<file path="config.mk">
export PLATFORM = sky130hd
export DESIGN_NAME = seg_display_scheduler_flat
export DESIGN_NICKNAME = d
export VERILOG_FILES = /design/src/rtl/seg_display_if.sv /design/src/rtl/seg_display_scheduler.sv /design/src/flat_wrapper.sv
export SDC_FILE = /design/constraint.sdc
export NUM_CORES = 1
export LEC_CHECK = 0
export ABC_AREA = 1
export CORE_MARGIN = 2
export CORE_UTILIZATION = 45
export DETAILED_ROUTE_END_ITERATION = 8
export SLEW_MARGIN = 20
export SYNTH_ARGS = -nofsm -noshare
export SYNTH_HDL_FRONTEND = slang
export SYNTH_SLANG_ARGS = --single-unit
</file>
<file path="constraint.sdc">
create_clock -name i_clk -period 3.2 [get_ports i_clk]
set_input_delay 0.64 -clock i_clk [delete_from_list [all_inputs] [get_ports i_clk]]
set_output_delay 0.64 -clock i_clk [all_outputs]
set_load 0.1 [all_outputs]
</file>
<file path="src/rtl/seg_display_if.sv">
// Bundle between the recorder control logic and the two-digit display scheduler.
// master drives mode/time/speed and reads the display value; slave is the scheduler.
interface seg_display_if;
  logic [1:0] i_mode;
  logic [5:0] i_rec_sec;
  logic [5:0] i_play_sec;
  logic       i_speed_vld;
  logic [3:0] i_speed;
  logic [5:0] o_hex;
  logic       o_blank;
  logic [1:0] o_src;

  modport master (
    output i_mode, i_rec_sec, i_play_sec, i_speed_vld, i_speed,
    input  o_hex, o_blank, o_src
  );

  modport slave (
    input  i_mode, i_rec_sec, i_play_sec, i_speed_vld, i_speed,
    output o_hex, o_blank, o_src
  );
endinterface

</file>
<file path="src/rtl/seg_display_scheduler.sv">
// Shares the two-digit display between record time, play time (blinking in pause) and a timed speed overlay.
// Optional macro SEG_SAT_EN clamps time-source values above 31 to 31.
module seg_display_scheduler #(
  parameter int unsigned OVERLAY_CYC = 50000000,
  parameter int unsigned BLINK_HALF  = 25000000,
  parameter int unsigned CNT_W       = 26
) (
  input  logic          i_clk,
  input  logic          i_rst,
  seg_display_if.slave  bus
);

  typedef enum logic [2:0] {
    S_IDLE      = 3'd0,
    S_TIME      = 3'd1,
    S_PAUSE_ON  = 3'd2,
    S_PAUSE_OFF = 3'd3,
    S_OVERLAY   = 3'd4
  } state_t;

  localparam logic [CNT_W-1:0] OVL_LOAD   = CNT_W'(OVERLAY_CYC - 1);
  localparam logic [CNT_W-1:0] BLINK_LAST = CNT_W'(BLINK_HALF - 1);
  localparam logic [CNT_W-1:0] CNT_ZERO   = CNT_W'(0);
  localparam logic [CNT_W-1:0] CNT_ONE    = CNT_W'(1);

  state_t           state_q, state_d;
  logic [3:0]       speed_q, speed_d;
  logic [CNT_W-1:0] ovl_q, ovl_d;
  logic [CNT_W-1:0] blink_q, blink_d;
  logic [5:0]       hex_q, hex_d;
  logic             blank_q, blank_d;
  logic [1:0]       src_q, src_d;
  logic             speed_ok_s;
  state_t           target_s;

  function automatic logic [5:0] time_val(input logic [5:0] v);
`ifdef SEG_SAT_EN
    return (v > 6'd31) ? 6'd31 : v;
`else
    return v;
`endif
  endfunction

  // Next-state, counter and registered-output computation.
  always_comb begin
    state_d    = state_q;
    speed_d    = speed_q;
    ovl_d      = ovl_q;
    blink_d    = blink_q;
    hex_d      = 6'd0;
    blank_d    = 1'b0;
    src_d      = 2'd0;
    speed_ok_s = bus.i_speed_vld && (bus.i_speed >= 4'd1) && (bus.i_speed <= 4'd8);

    case (bus.i_mode)
      2'd0:    target_s = S_IDLE;
      2'd1:    target_s = S_TIME;
      2'd2:    target_s = S_TIME;
      2'd3:    target_s = S_PAUSE_ON;
      default: target_s = S_IDLE;
    endcase

    if (speed_ok_s) begin
      state_d = S_OVERLAY;
      speed_d = bus.i_speed;
      ovl_d   = OVL_LOAD;
      blink_d = CNT_ZERO;
    end else begin
      case (state_q)
        S_OVERLAY: begin
          // Mode is only looked at once the overlay has fully run out.
          if (ovl_q != CNT_ZERO) begin
            ovl_d = ovl_q - CNT_ONE;
          end else begin
            state_d = target_s;
            blink_d = CNT_ZERO;
          end
        end
        S_PAUSE_ON, S_PAUSE_OFF: begin
          if (bus.i_mode == 2'd3) begin
            if (blink_q == BLINK_LAST) begin
              blink_d = CNT_ZERO;
              state_d = (state_q == S_PAUSE_ON) ? S_PAUSE_OFF : S_PAUSE_ON;
            end else begin
              blink_d = blink_q + CNT_ONE;
            end
          end else begin
            state_d = target_s;
            blink_d = CNT_ZERO;
          end
        end
        default: begin
          state_d = target_s;
          blink_d = CNT_ZERO;
        end
      endcase
    end

    case (state_d)
      S_TIME: begin
        if (bus.i_mode == 2'd2) begin
          hex_d = time_val(bus.i_play_sec);
          src_d = 2'd2;
        end else begin
          hex_d = time_val(bus.i_rec_sec);
          src_d = 2'd1;
        end
      end
      S_PAUSE_ON, S_PAUSE_OFF: begin
        hex_d   = time_val(bus.i_play_sec);
        src_d   = 2'd2;
        blank_d = (state_d == S_PAUSE_OFF);
      end
      S_OVERLAY: begin
        hex_d = {2'b00, speed_d};
        src_d = 2'd3;
      end
      default: begin
        hex_d = 6'd0;
        src_d = 2'd0;
      end
    endcase
  end

  // State, counters and output registers with synchronous reset.
  always_ff @(posedge i_clk) begin
    if (i_rst) begin
      state_q <= S_IDLE;
      speed_q <= 4'd1;
      ovl_q   <= CNT_ZERO;
      blink_q <= CNT_ZERO;
      hex_q   <= 6'd0;
      blank_q <= 1'b0;
      src_q   <= 2'd0;
    end else begin
      state_q <= state_d;
      speed_q <= speed_d;
      ovl_q   <= ovl_d;
      blink_q <= blink_d;
      hex_q   <= hex_d;
      blank_q <= blank_d;
      src_q   <= src_d;
    end
  end

  assign bus.o_hex   = hex_q;
  assign bus.o_blank = blank_q;
  assign bus.o_src   = src_q;

endmodule
</file>
<file path="src/flat_wrapper.sv">
// flat-port wrapper written by rule: the top's interface ports become plain ports
module seg_display_scheduler_flat 
#(
  parameter int unsigned OVERLAY_CYC = 50000000,
  parameter int unsigned BLINK_HALF  = 25000000,
  parameter int unsigned CNT_W       = 26
)
  (i_clk, i_rst, bus_i_mode, bus_i_rec_sec, bus_i_play_sec, bus_i_speed_vld, bus_i_speed, bus_o_hex, bus_o_blank, bus_o_src);
  seg_display_if bus_i ();
  input  logic i_clk;
  input  logic i_rst;
  input wire logic [$bits(bus_i.i_mode)-1:0] bus_i_mode;
  input wire logic [$bits(bus_i.i_rec_sec)-1:0] bus_i_rec_sec;
  input wire logic [$bits(bus_i.i_play_sec)-1:0] bus_i_play_sec;
  input wire logic [$bits(bus_i.i_speed_vld)-1:0] bus_i_speed_vld;
  input wire logic [$bits(bus_i.i_speed)-1:0] bus_i_speed;
  output wire logic [$bits(bus_i.o_hex)-1:0] bus_o_hex;
  output wire logic [$bits(bus_i.o_blank)-1:0] bus_o_blank;
  output wire logic [$bits(bus_i.o_src)-1:0] bus_o_src;
  assign bus_i.i_mode = bus_i_mode;
  assign bus_i.i_rec_sec = bus_i_rec_sec;
  assign bus_i.i_play_sec = bus_i_play_sec;
  assign bus_i.i_speed_vld = bus_i_speed_vld;
  assign bus_i.i_speed = bus_i_speed;
  assign bus_o_hex = bus_i.o_hex;
  assign bus_o_blank = bus_i.o_blank;
  assign bus_o_src = bus_i.o_src;
  seg_display_scheduler #(.OVERLAY_CYC(OVERLAY_CYC), .BLINK_HALF(BLINK_HALF), .CNT_W(CNT_W)) u_core (.i_clk(i_clk), .i_rst(i_rst), .bus(bus_i));
endmodule
</file>
**After elaboration in Yosys (flattened, before gate mapping)**

Index checks and enable logic that the tools add are counted.

- Bitwise gates (word level): 1
- Multiplexer cells: 19
- Reductions and logical operators: 13
- Magnitude comparators: 2
- $add $sub $neg: 2
- Equality and inequality tests: 12

Operators by type and width:

| operator | count |
|---|---|
| 2-to-1 mux 26 bit | 6 |
| case mux 26 bit (2 select lines) | 1 |
| adder 26 x 1 -> 26 bit (second input constant) | 1 |
| == test 26 x 25 -> 1 bit (second input constant) | 1 |
| nonzero test 26 bit | 1 |
| subtractor 26 x 1 -> 26 bit (second input constant) | 1 |
| case mux 6 bit (3 select lines) | 1 |
| == test 3 x 2 -> 1 bit (second input constant) | 4 |
| 2-to-1 mux 3 bit | 4 |
| OR reduction 2 bit | 5 |
| case mux 3 bit (3 select lines) | 1 |
| == test 3 bit (second input constant) | 2 |
| 2-to-1 mux 6 bit | 1 |
| case mux 2 bit (3 select lines) | 1 |
| case mux 3 bit (2 select lines) | 1 |
| == test 2 bit (second input constant) | 2 |
| greater-or-equal comparator 4 x 1 -> 1 bit (second input constant) | 1 |
| <= comparator 4 bit (second input constant) | 1 |
| 2-to-1 mux 4 bit | 1 |
| AND reduction 2 bit | 2 |
| nonzero test 2 bit | 2 |
| == test 3 x 1 -> 1 bit (second input constant) | 1 |
| == test 2 x 1 -> 1 bit (second input constant) | 1 |
| logical AND 1 bit | 2 |
| 5 further kinds | 5 |

- Bits of input ports: 21
- Output and inout bits: 9
- Flip-flop bits (word level): 68

**Longest topological paths before layout**

- Depth in word-level cells: 10
- Gate-level depth with buffers: 14
- Mapped depth without buffers: 13

**Least setup slack after synthesis**

No wires, ideal clock.

- Path kind: input -> register
- Start: input port bus_i_speed[1]
- End: register u_core.blink_q[8]
- Library setup time: 0.070 ns
- Path slack: 1.367 ns
- Data arrival time: 1.763 ns
- Cell stages on the path: 10
- Buffers on the path: 1
- Path through: nor2_1 nand2_1 o21ai_2 inv_2 nor2_4 inv_2 nor2_1 buf_4 nand2_1 a21oi_1

- Word-level cells in the longest chain between the ends: 4
- Elaborated cells between the ends (all ways): 5
- Those cells by class: order compare (2); reduce/logical (3)

Ends and longest elaborated chain:

| item | line | RTL |
|---|---|---|
| start: declaration | flat_wrapper.sv:16 | `input wire logic [$bits(bus_i.i_speed)-1:0] bus_i_speed;` |
| greater-or-equal comparator 4 x 1 -> 1 bit | seg_display_scheduler.sv:53 | `speed_ok_s = bus.i_speed_vld && (bus.i_speed >= 4'd1) && (bus.i_speed <= 4'd8);` |
| logical AND 1 bit | seg_display_scheduler.sv:53 |  |
| logical AND 1 bit * | seg_display_scheduler.sv:53 |  |
| OR reduction 2 bit (no line) * | n/a |  |
| end signal: assignment | seg_display_scheduler.sv:139 | `blink_q <= blink_d;` |
| end: declaration | seg_display_scheduler.sv:29 | `logic [CNT_W-1:0] blink_q, blink_d;` |

Mark *: on every way between the ends. The rest lies on a longest branch, timed or not.
A chain may end at the register's enable or synchronous reset.

**Worst setup path in the final report**

- Start: register u_core.ovl_q[0]
- End: register u_core.blink_q[11]

- Word-level cells in the longest chain between the ends: 2

Ends and longest elaborated chain:

| item | line | RTL |
|---|---|---|
| start: declaration | seg_display_scheduler.sv:28 | `logic [CNT_W-1:0] ovl_q, ovl_d;` |
| start signal: assignment | seg_display_scheduler.sv:138 | `ovl_q <= ovl_d;` |
| nonzero test 26 bit | seg_display_scheduler.sv:72 | `if (ovl_q != CNT_ZERO) begin` |
| != test 2 bit (no line) | n/a |  |

Every way passes these cells.

==> results.yml <==
pwr:
  p_leak_nw: 1.95
  max-vdd-ir-drop_uv: 300
  power_mw: 2.15
  p_per_area_nw_per_um2: 462
place:
  hpwl_um: 8010
  gp_congestion: 0.955
  placed_area_um2: 4440
  io_buffers: 29
floorplanning:
  ioPinCount: 30
  core_area_um2: 8760
  initial_core_util_pct: 46.4
  die_area_um2: 9810
  rows: 34
  die_x_um: 99.1
  die_h_um: 99.1
cts:
  cts_resized: 0
  cts_root_buf: "clkbuf_8"
  insertion_delay_ns: 0.35
  cts_tree: "done"
  cts_hold_buf: 0
  numCtsBuffers: 9
  cts.sink_count: 68
  post_cts_buffers: 0
  clock_path_buffers: 2
  clk_pin_slew_ns: 0.08
  h-tree-depth: 3
timing:
  final-setup-viol-count: 0
  max_slew_margin_pct: 45.1
  max_freq_mhz: 435
  period_share_pct: 71.9
  finClkSkew_ns: 0.00733
  tightestPinTransition_ns: 0.821
  slew_violations: 0
  period_needed_ns: 2.30
  finalHoldViolCount: 0
  rsz0062_at_grt: "no"
  tns_ns: 0
  holdWs_ns: 0.470
synth:
  synth_xor_area_share_pct: 2.15
  ys_ff_latch: 68
  synth_edf_count: 0
  yosysSeqAreaShare_pct: 33.5
  synth_top_area_cell: "dfxtp_1"
  synth-async-reset-ratio_pct: 0
  ys.flop_type: "dfxtp_1"
  synth-simple-area-share_pct: 40.9
  yosysWarnings: 0
  synthAdderAreaFrac_pct: 1.23
  synth_fp_nets: 667
  synth_cell_types: 45
  synth_cells: 642
  synth_compound_area_share_pct: 12.2
  syn_area_um2: 4070
  synth_area_leaders: "dfxtp_1, nand2_1, nor2_1"
  muxShareOfSynthArea_pct: 0
  synth_top_cell_area_share_pct: 33.5
  synth_top_family_by_area: "simple AND/OR/NAND/NOR gates"
  avgSynthCellArea_um2: 6.33
detailed_routing:
  drt_iter0_markers: 196
  via_per_inst: 5.25
  wire_per_inst_um: 13.5
  num_vias: 4121
  drt_pass1_iterations: 5
  drcViolationCount: 0
  postRouteAntennaNets: 0
  drt-total-wl_um: 10600
run:
  maxCapViolations: 0
grt:
  grt-ovfl-total: 0
  grt_max_degree: 24
  first_global_vias: 3999
  grt_pass1_wl_um: 18200
  antenna_found_initial: 0
  grt_usage_pct: 22.8
status:
  status: "complete, no violations"
final_layout:
  drive_above_1_share_pct: 8.86
  layout_commonest_cell: "nand2_1"
  synthToLayoutAreaGrowth_pct: 14.2
  fillers: 923
  diodes: 0
  fin_nets: 698
  final_cell_mix: "nand2_1, nor2_1, inv_1"
  finish.instance_area_um2: 4640
setup_path:
  worstPathMaxFanout: 18
  cp-start-kind: "flip-flop"
  critPathCaptureType: "flip-flop"
  crit_required_ns: 3.44
  cp.arrival_ns: 2.54
  worstSetupPathType: "reg2reg"
min_path:
  min_path_type: "reg2reg"
## stage by stage
stage	utilization [%]	instances	worst slack, ns
2_1_floorplan	-	642	1.37
3_3_place_gp	50.7	770	0.685
3_5_place_dp	50.7	770	0.618
4_1_cts	53.0	785	0.889
5_1_grt	53.0	785	0.682
6_report	53.0	785	0.900
## area by class of cell
type / instances / area (um2) / area share, %
multi-input combinational: 472 / 2300 / 49.4
sequential: 68 / 1360 / 29.3
timing repair buffer: 37 / 328 / 7.06
inverter: 85 / 319 / 6.87
tap: 108 / 135 / 2.91
clock buffer: 10 / 128 / 2.75
clock inverter: 5 / 77.6 / 1.67
## sequential cells by signal (all words and copies together) (netlist names)
register and flops:
u_core.state_q 3, u_core.bus.o_blank 1, u_core.ovl_q 26, u_core.bus.o_hex 6, u_core.bus.o_src 2, u_core.speed_q 4
u_core.blink_q 26
## metal layers
| metal | vias up | wire (um) | GRT usage [%] |
|---|---|---|---|
| li1 | 2151 | - | - |
| met1 | 1859 | 4880 | 28.9 |
| met2 | 87 | 4990 | 38.5 |
| met3 | 24 | 463 | 4.61 |
| met4 | 0 | 288 | 8.43 |
| met5 | - | 0 | 0 |
## final timing paths
path	startpoint	endpoint	slack, ns	cells after the start
setup / recovery	u_core.ovl_q[0]$_SDFFE_PP0P_	u_core.blink_q[11]$_SDFFE_PP0N_	0.90	13
setup reg to reg	u_core.ovl_q[0]$_SDFFE_PP0P_	u_core.blink_q[11]$_SDFFE_PP0N_	0.90	13
hold reg to reg	u_core.speed_q[0]$_SDFF_PP1_	u_core.speed_q[0]$_SDFF_PP1_	0.47	2
hold / removal	u_core.speed_q[0]$_SDFF_PP1_	u_core.speed_q[0]$_SDFF_PP1_	0.47	2
## Yosys cell counts (3+ instances only)
master,count
nand2_1,166
nor2_1,86
inv_1,75
dfxtp_1,68
a21oi_1,48
nand3_1,41
nand4_1,37
o21ai_0,18
nor3_1,15
inv_2,10
xor2_1,9
o211ai_1,7
buf_2,6
clkbuf_1,6
ha_1,4
a31oi_1,3
nor2_2,3
o21ai_2,3
## where the power goes
| part | total, mW | switching (mW) | internal (mW) | leakage, nW |
|---|---|---|---|---|
| Sequential | 0.919 | 0.0318 | 0.887 | 0.555 |
| Clock | 0.769 | 0.337 | 0.432 | 0.102 |
| Combinational | 0.459 | 0.319 | 0.141 | 1.29 |
| Total | 2.15 | 0.687 | 1.46 | 1.95 |
## critical path, stage by stage (launching register included)
cell and delay, ns:
dfxtp_1 0.35, inv_1 0.11, ha_1 0.19, nand2_1 0.11, nor3_4 0.22, nand2_2 0.11, nand2_2 0.21, buf_4 0.29
inv_1 0.08, nor2_1 0.10, nor2_1 0.05, buf_4 0.19, nand2_1 0.09, a21boi_0 0.08
## cells by family (layout without fill, tap and decap cells)
family / count (synthesis) / count (layout)
DFF: 68 / 68
AOI/OAI and AO/OA: 88 / 88
buffers and inverters: 102 / 137
and+or+nand+nor: 370 / 370
adders and majority gates: 4 / 4
xor gates and xnor gates: 10 / 10
No activity file was read; power rests on OpenSTA's default activity.
